`config.mk`:
```
export PLATFORM = sky130hd
export DESIGN_NAME = spi_target
export DESIGN_NICKNAME = d
export VERILOG_FILES = /design/src/rtl/spi_target_pkg.sv /design/src/rtl/spi_sync_edge.sv /design/src/rtl/spi_target.sv
export SDC_FILE = /design/constraint.sdc
export NUM_CORES = 1
export LEC_CHECK = 0
export ABC_CLOCK_PERIOD_IN_PS = 1600
export CAP_MARGIN = 0
export CORE_ASPECT_RATIO = 1.2
export CORE_MARGIN = 4
export CORE_UTILIZATION = 50
export CTS_BUF_LIST = sky130_fd_sc_hd__clkbuf_8
export DETAILED_ROUTE_END_ITERATION = 8
export GPL_ROUTABILITY_DRIVEN = 0
export MAX_ROUTING_LAYER = met4
export PLACE_DENSITY_LB_ADDON = 0.15
export SLEW_MARGIN = 20
export SYNTH_ARGS = -nofsm -noshare
export SYNTH_HDL_FRONTEND = slang
export SYNTH_SLANG_ARGS = --single-unit
```
`constraint.sdc`:
```
create_clock -name io_clock -period 1.6 [get_ports io_clock]
set_clock_uncertainty 0.15 [all_clocks]
set_input_delay 0.24 -clock io_clock [delete_from_list [all_inputs] [get_ports io_clock]]
set_output_delay 0.24 -clock io_clock [all_outputs]
set_load 0.005 [all_outputs]
```
`src/rtl/spi_target_pkg.sv`:
```
// Shared types and constants for the SPI mode-0 target.
package spi_target_pkg;

  typedef enum logic {
    IDLE  = 1'b0,
    SHIFT = 1'b1
  } spi_target_state_e;

  localparam logic [7:0] SPI_IDLE_WORD_DEFAULT = 8'hFF;

  // bit_cnt must be able to hold the value DATA_WIDTH.
  function automatic int bit_cnt_width(input int data_width);
    return $clog2(data_width + 1);
  endfunction

endpackage

```
`src/rtl/spi_sync_edge.sv`:
```
// Multi-flop synchronizer for an asynchronous pin followed by a rise/fall pulse detector.
module spi_sync_edge
  import spi_target_pkg::*;
#(
  parameter int   SYNC_STAGES = 2,
  parameter logic RESET_VAL   = 1'b0
) (
  input  logic i_clk,
  input  logic i_rst,
  input  logic i_async,
  output logic o_rise,
  output logic o_fall
);

  logic [SYNC_STAGES-1:0] r_sync;
  logic                   r_prev;
  logic                   w_level;

  assign w_level = r_sync[SYNC_STAGES-1];

  always_ff @(posedge i_clk) begin
    if (i_rst) begin
      r_sync <= {SYNC_STAGES{RESET_VAL}};
      r_prev <= RESET_VAL;
    end else begin
      r_sync <= {r_sync[SYNC_STAGES-2:0], i_async};
      r_prev <= w_level;
    end
  end

  assign o_rise = w_level & ~r_prev;
  assign o_fall = ~w_level & r_prev;

endmodule

```
`src/rtl/spi_target.sv`:
```
// SPI mode-0 target: oversampled pins, MSB-first shifters, valid/ready RX stream, one-entry TX holding register.
module spi_target
  import spi_target_pkg::*;
#(
  parameter int                    DATA_WIDTH  = 8,
  parameter int                    SYNC_STAGES = 2,
  parameter logic [DATA_WIDTH-1:0] IDLE_WORD   = SPI_IDLE_WORD_DEFAULT
) (
  input  logic                  io_clock,
  input  logic                  io_reset,
  input  logic                  spi_sclk,
  input  logic                  spi_ss,
  input  logic                  spi_mosi,
  output logic                  spi_miso,
  output logic                  spi_miso_oe,
  output logic [DATA_WIDTH-1:0] rx_data,
  output logic                  rx_valid,
  input  logic                  rx_ready,
  input  logic [DATA_WIDTH-1:0] tx_data,
  input  logic                  tx_valid,
  output logic                  tx_ready,
  output logic                  frame_active,
  output logic                  rx_overrun,
  output logic                  tx_underrun
);

  localparam int              CNT_W    = bit_cnt_width(DATA_WIDTH);
  localparam logic [CNT_W-1:0] LAST_BIT = CNT_W'(DATA_WIDTH - 1);

  // Streams: rx moves on rx_valid && rx_ready; rx_valid never drops without a
  // transfer. tx_data is taken on tx_valid && tx_ready (holding register empty).

  spi_target_state_e r_state;
  spi_target_state_e w_state_next;
  logic              w_start;
  logic              w_end;

  logic w_sclk_rise, w_sclk_fall;
  logic w_ss_rise, w_ss_fall;
  logic w_mosi;
  logic [SYNC_STAGES-1:0] r_mosi_sync;

  logic [DATA_WIDTH-1:0] r_shift_tx;
  logic [DATA_WIDTH-2:0] r_shift_rx;
  logic [DATA_WIDTH-1:0] w_rx_word;
  logic [CNT_W-1:0]      r_bit_cnt;
  logic                  r_word_done;
  logic [DATA_WIDTH-1:0] r_rx_data;
  logic                  r_rx_valid;
  logic                  r_rx_overrun;
  logic                  r_tx_underrun;
  logic [DATA_WIDTH-1:0] r_hold;
  logic                  r_hold_full;

  logic w_rx_edge, w_tx_edge, w_load, w_tx_accept;

  spi_sync_edge #(
    .SYNC_STAGES (SYNC_STAGES),
    .RESET_VAL   (1'b0)
  ) u_sclk_sync (
    .i_clk   (io_clock),
    .i_rst   (io_reset),
    .i_async (spi_sclk),
    .o_rise  (w_sclk_rise),
    .o_fall  (w_sclk_fall)
  );

  // ss resets low so a select held low through reset gives no falling edge;
  // only a fresh high-to-low transition opens a frame.
  spi_sync_edge #(
    .SYNC_STAGES (SYNC_STAGES),
    .RESET_VAL   (1'b0)
  ) u_ss_sync (
    .i_clk   (io_clock),
    .i_rst   (io_reset),
    .i_async (spi_ss),
    .o_rise  (w_ss_rise),
    .o_fall  (w_ss_fall)
  );

  always_ff @(posedge io_clock) begin
    if (io_reset) begin
      r_mosi_sync <= '0;
    end else begin
      r_mosi_sync <= {r_mosi_sync[SYNC_STAGES-2:0], spi_mosi};
    end
  end

  assign w_mosi = r_mosi_sync[SYNC_STAGES-1];

  always_ff @(posedge io_clock) begin
    if (io_reset) begin
      r_state <= IDLE;
    end else begin
      r_state <= w_state_next;
    end
  end

  always_comb begin
    w_state_next = r_state;
    w_start      = 1'b0;
    w_end        = 1'b0;
    case (r_state)
      IDLE: begin
        if (w_ss_fall) begin
          w_state_next = SHIFT;
          w_start      = 1'b1;
        end
      end
      SHIFT: begin
        if (w_ss_rise) begin
          w_state_next = IDLE;
          w_end        = 1'b1;
        end
      end
      default: w_state_next = IDLE;
    endcase
  end

  // An sclk edge coinciding with the closing ss edge belongs to no word.
  assign w_rx_edge   = (r_state == SHIFT) && w_sclk_rise && !w_ss_rise;
  assign w_tx_edge   = (r_state == SHIFT) && w_sclk_fall && !w_ss_rise;
  assign w_load      = w_start || (w_tx_edge && r_word_done);
  assign w_tx_accept = tx_valid && !r_hold_full;
  assign w_rx_word   = {r_shift_rx, w_mosi};

  always_ff @(posedge io_clock) begin
    if (io_reset) begin
      r_shift_tx    <= '0;
      r_shift_rx    <= '0;
      r_bit_cnt     <= '0;
      r_word_done   <= 1'b0;
      r_rx_data     <= '0;
      r_rx_valid    <= 1'b0;
      r_rx_overrun  <= 1'b0;
      r_tx_underrun <= 1'b0;
      r_hold        <= '0;
      r_hold_full   <= 1'b0;
    end else begin
      r_rx_overrun  <= 1'b0;
      r_tx_underrun <= 1'b0;

      if (r_rx_valid && rx_ready) r_rx_valid <= 1'b0;

      if (w_tx_accept) begin
        r_hold      <= tx_data;
        r_hold_full <= 1'b1;
      end else if (w_load && r_hold_full) begin
        r_hold_full <= 1'b0;
      end

      if (w_load) begin
        if (r_hold_full) begin
          r_shift_tx <= r_hold;
        end else begin
          r_shift_tx    <= IDLE_WORD;
          r_tx_underrun <= 1'b1;
        end
      end else if (w_tx_edge) begin
        r_shift_tx <= {r_shift_tx[DATA_WIDTH-2:0], 1'b0};
      end

      if (w_tx_edge) r_word_done <= 1'b0;

      if (w_end) begin
        r_bit_cnt   <= '0;
        r_word_done <= 1'b0;
      end else if (w_rx_edge) begin
        r_shift_rx <= w_rx_word[DATA_WIDTH-2:0];
        if (r_bit_cnt == LAST_BIT) begin
          r_bit_cnt   <= '0;
          r_word_done <= 1'b1;
          if (!r_rx_valid || rx_ready) begin
            r_rx_data  <= w_rx_word;
            r_rx_valid <= 1'b1;
          end else begin
            r_rx_overrun <= 1'b1;
          end
        end else begin
          r_bit_cnt <= r_bit_cnt + CNT_W'(1);
        end
      end
    end
  end

  assign spi_miso     = r_shift_tx[DATA_WIDTH-1];
  assign frame_active = (r_state == SHIFT);
  assign spi_miso_oe  = frame_active;
  assign rx_data      = r_rx_data;
  assign rx_valid     = r_rx_valid;
  assign tx_ready     = !r_hold_full;
  assign rx_overrun   = r_rx_overrun;
  assign tx_underrun  = r_tx_underrun;

endmodule

```
==> results.cfg <==
[setup_path]
crit_type = register to register
reg2reg_to = r_hold_full
ff2ff_path_depth = 4
r2r_slack_ns = 0.02
critPathTopFamily = simple AND/OR/NAND/NOR gates
crit_fanout = 9
r2r_start = frame_active
crit_path_end_kind = register
crit_required_ns = 1.66
start_kind = register
worst-path-buf-inv = 1
crit_chain = buf_12 -> and4b_4 -> or3_4 -> a311oi_2
cpPeakStageDelay_ns = 0.43
arrival_ns = 1.64
cp_slowest_cell = or3_4

[clock_tree]
cts_sinks = 49
insertion_delay_ns = 0.30
htreeDepth = 2
cts_tree = done
postCtsHoldBufs = 0
path_clk_slew_ns = 0.08
clockRootBuffer = clkbuf_8
cts_inserted_buffers = 5
clockBufferDepth = 2

[global_route]
grtUsageTotal_pct = 15.9
grt_antenna_before_repair = 0
grt_pass1_vias = 1468
grt_overflow = 0
grt_pass1_wl_mm = 6.19
grt_max_degree = 23

[floorplanning]
dieArea_mm2 = 0.00509
start_util_pct = 53.4
core_area_mm2 = 0.00375
rows = 24
ios = 30
die_h_um = 77.4
die_w_um = 65.8

[status]
status = complete, no violations

[yosys]
syn_inst = 208
async_reset_ff_share_pct = 0
synth_edf_count = 0
ys_types = 31
yosys.area.top_type = dfxtp_1
synth_warnings = 0
synthesis.nets = 224
avgSynthCellArea_um2 = 9.64
netlist_top_cells_area = dfxtp_1 (49%), mux2i_1 (12%), nand2b_1 (5.9%)
seq_area_frac_synth_pct = 48.9
synth-seq-cells = 49
synth_flop_cell = dfxtp_1
synthesis.area_mm2 = 0.00200
netlist.area_leader.share_pct = 48.9
synth_commonest_cells = dfxtp_1 (49), nor2_1 (29), mux2i_1 (25)
synth.most_common_cell = dfxtp_1

[timing]
finalSetupViolations = 0
period_minus_slack_ns = 1.58
whs_ns = 0.295
fin_crit_sh_pct = 98.8
slew_headroom_pct = 82.1
max_freq_mhz = 633
hold_viol = 0
finalMaxSlewViolations = 0
tightestPinTransition_ns = 0.268
rsz0062_at_grt = true

[finish]
diodes = 0
drive_gt1_share_pct = 20.2
utilization_pct = 70.5
nets = 267
instances_no_fill = 304
area_growth_syn_to_layout_pct = 32.0

[power]
p_switching_mw = 0.496
power_density_mw_per_mm2 = 833
clkPwrFrac_pct = 33.9
seqPwrFrac_pct = 57.4
p_comb_share_pct = 8.7
intPower_mw = 1.71
power.leakage_nw = 1.03
switching_share_pct = 22.5
ir_worst_vdd_uv = 753

[hold_path]
hold_end = u_ss_sync.r_sync[1]
holdCritPathClass = register to register
hold_path_depth = 1
min-delay-start = u_ss_sync.r_sync[0]

[drt]
drc = 0
drt_iter0_drc = 50
viasPerCell = 5.10
via_count = 1549
routed_wl_mm = 3.90
wl_per_cell_um = 12.8
drt_pass1_iterations = 4
drtAntennaViolNets = 0

[placed_design]
port_buffers = 29
post-dp-hpwl_mm = 2.72
dp_cells = 293

[job]
max_cap_violations = 0
sequential cells by signal, summed over array words and instances (netlist names), 2 cells and up:
signal,cells
r_hold,8
u_ss_sync.r_sync,2
r_mosi_sync,2
rx_data,8
r_shift_tx,8
r_bit_cnt,4
u_sclk_sync.r_sync,2
r_shift_rx,7
how the worst max path moves through the flow:
stage	startpoint	endpoint	slack (ns)	depth (start not counted)
after floorplan	frame_active	r_hold_full	-0.05	6
after detailed placement	u_sclk_sync.r_prev	r_shift_tx[6]	-0.05	5
after global placement	io_reset	rx_overrun	0.03	4
after global routing	u_ss_sync.r_prev	r_bit_cnt[0]	-0.05	5
after CTS	frame_active	r_hold_full	-0.005	5
final	frame_active	r_hold_full	0.02	4
power groups by stage:
| stage | logic [mW] | clock network, mW | registers (mW) |
|---|---|---|---|
| after floorplan | 0.104 | 0 | 1.29 |
| after global placement | 0.172 | 0 | 1.30 |
| after detailed placement | 0.177 | 0 | 1.30 |
| after CTS | 0.190 | 0.771 | 1.27 |
| after global routing | 0.210 | 0.823 | 1.27 |
| final | 0.192 | 0.747 | 1.27 |
stage by stage:
step / total power [mW] / TNS (ns) / instance area (um^2) / setup WS (ns)
3_3_place_gp: 1.47 / 0 / 2450 / 0.0326
4_1_cts: 2.23 / -0.00519 / 2610 / -0.00519
2_1_floorplan: 1.39 / -0.175 / 2010 / -0.0517
6_report: 2.20 / 0 / 2650 / 0.0192
3_5_place_dp: 1.48 / -0.0948 / 2450 / -0.0506
5_1_grt: 2.30 / -0.325 / 2650 / -0.0489
cells by family after synthesis:
| logic type | share of synthesized area, % |
|---|---|
| multiplexers | 12.5 |
| buffers and inverters | 4.49 |
| XOR/XNOR | 0.437 |
| flip-flops | 48.9 |
| AND/OR/NAND/NOR | 23.8 |
| adder cells (fa/ha/maj) | 0.624 |
| AO/OA/AOI/OAI | 9.24 |
repair_timing:
item / in CTS / in global routing
buffers inserted: 2 / 1
cloned: 0 / 1
setup endpoints to repair: 11 / 21
pin swaps: 0 / 3
resized for setup: 13 / 14
layout by cell type, fill, tap and decap left out, drive strengths merged, types with 2 or more instances in the layout:
| cell | Yosys | final |
|---|---|---|
| dfxtp | 49 | 49 |
| nor3 | 2 | 2 |
| a211oi | 7 | 7 |
| nand4 | 2 | 2 |
| nor2 | 29 | 29 |
| o21ai | 15 | 15 |
| nor2b | 17 | 17 |
| clkdlybuf4s50 | 0 | 25 |
| or3 | 2 | 3 |
| nand2b | 19 | 19 |
| dlygate4sd2 | 0 | 3 |
| mux2i | 25 | 25 |
| nand2 | 6 | 6 |
| inv | 2 | 2 |
| o21bai | 2 | 2 |
| buf | 7 | 20 |
| clkbuf | 7 | 6 |
| a21oi | 4 | 4 |
| clkinv | 0 | 2 |
final cells by class:
type / instances / area [um^2]
fill: 304 / 1110
multi-input combinational: 144 / 1000
sequential: 49 / 996
timing repair buffer: 49 / 477
clock buffer: 6 / 82.6
tap: 52 / 65.1
clock inverter: 2 / 13.8
inverter: 2 / 7.51
per-layer routing:
metal  global-route usage [%]  vias to the layer above  part of all wire [%]
met1                     17.5                      721                    42
met3                     4.91                        4                   3.9
met4                     6.02                        0                  0.92
met5                        -                        -                     0
met2                     26.6                       32                    53
li1                         -                      792                     -
Power figures use the tool's default switching activity.
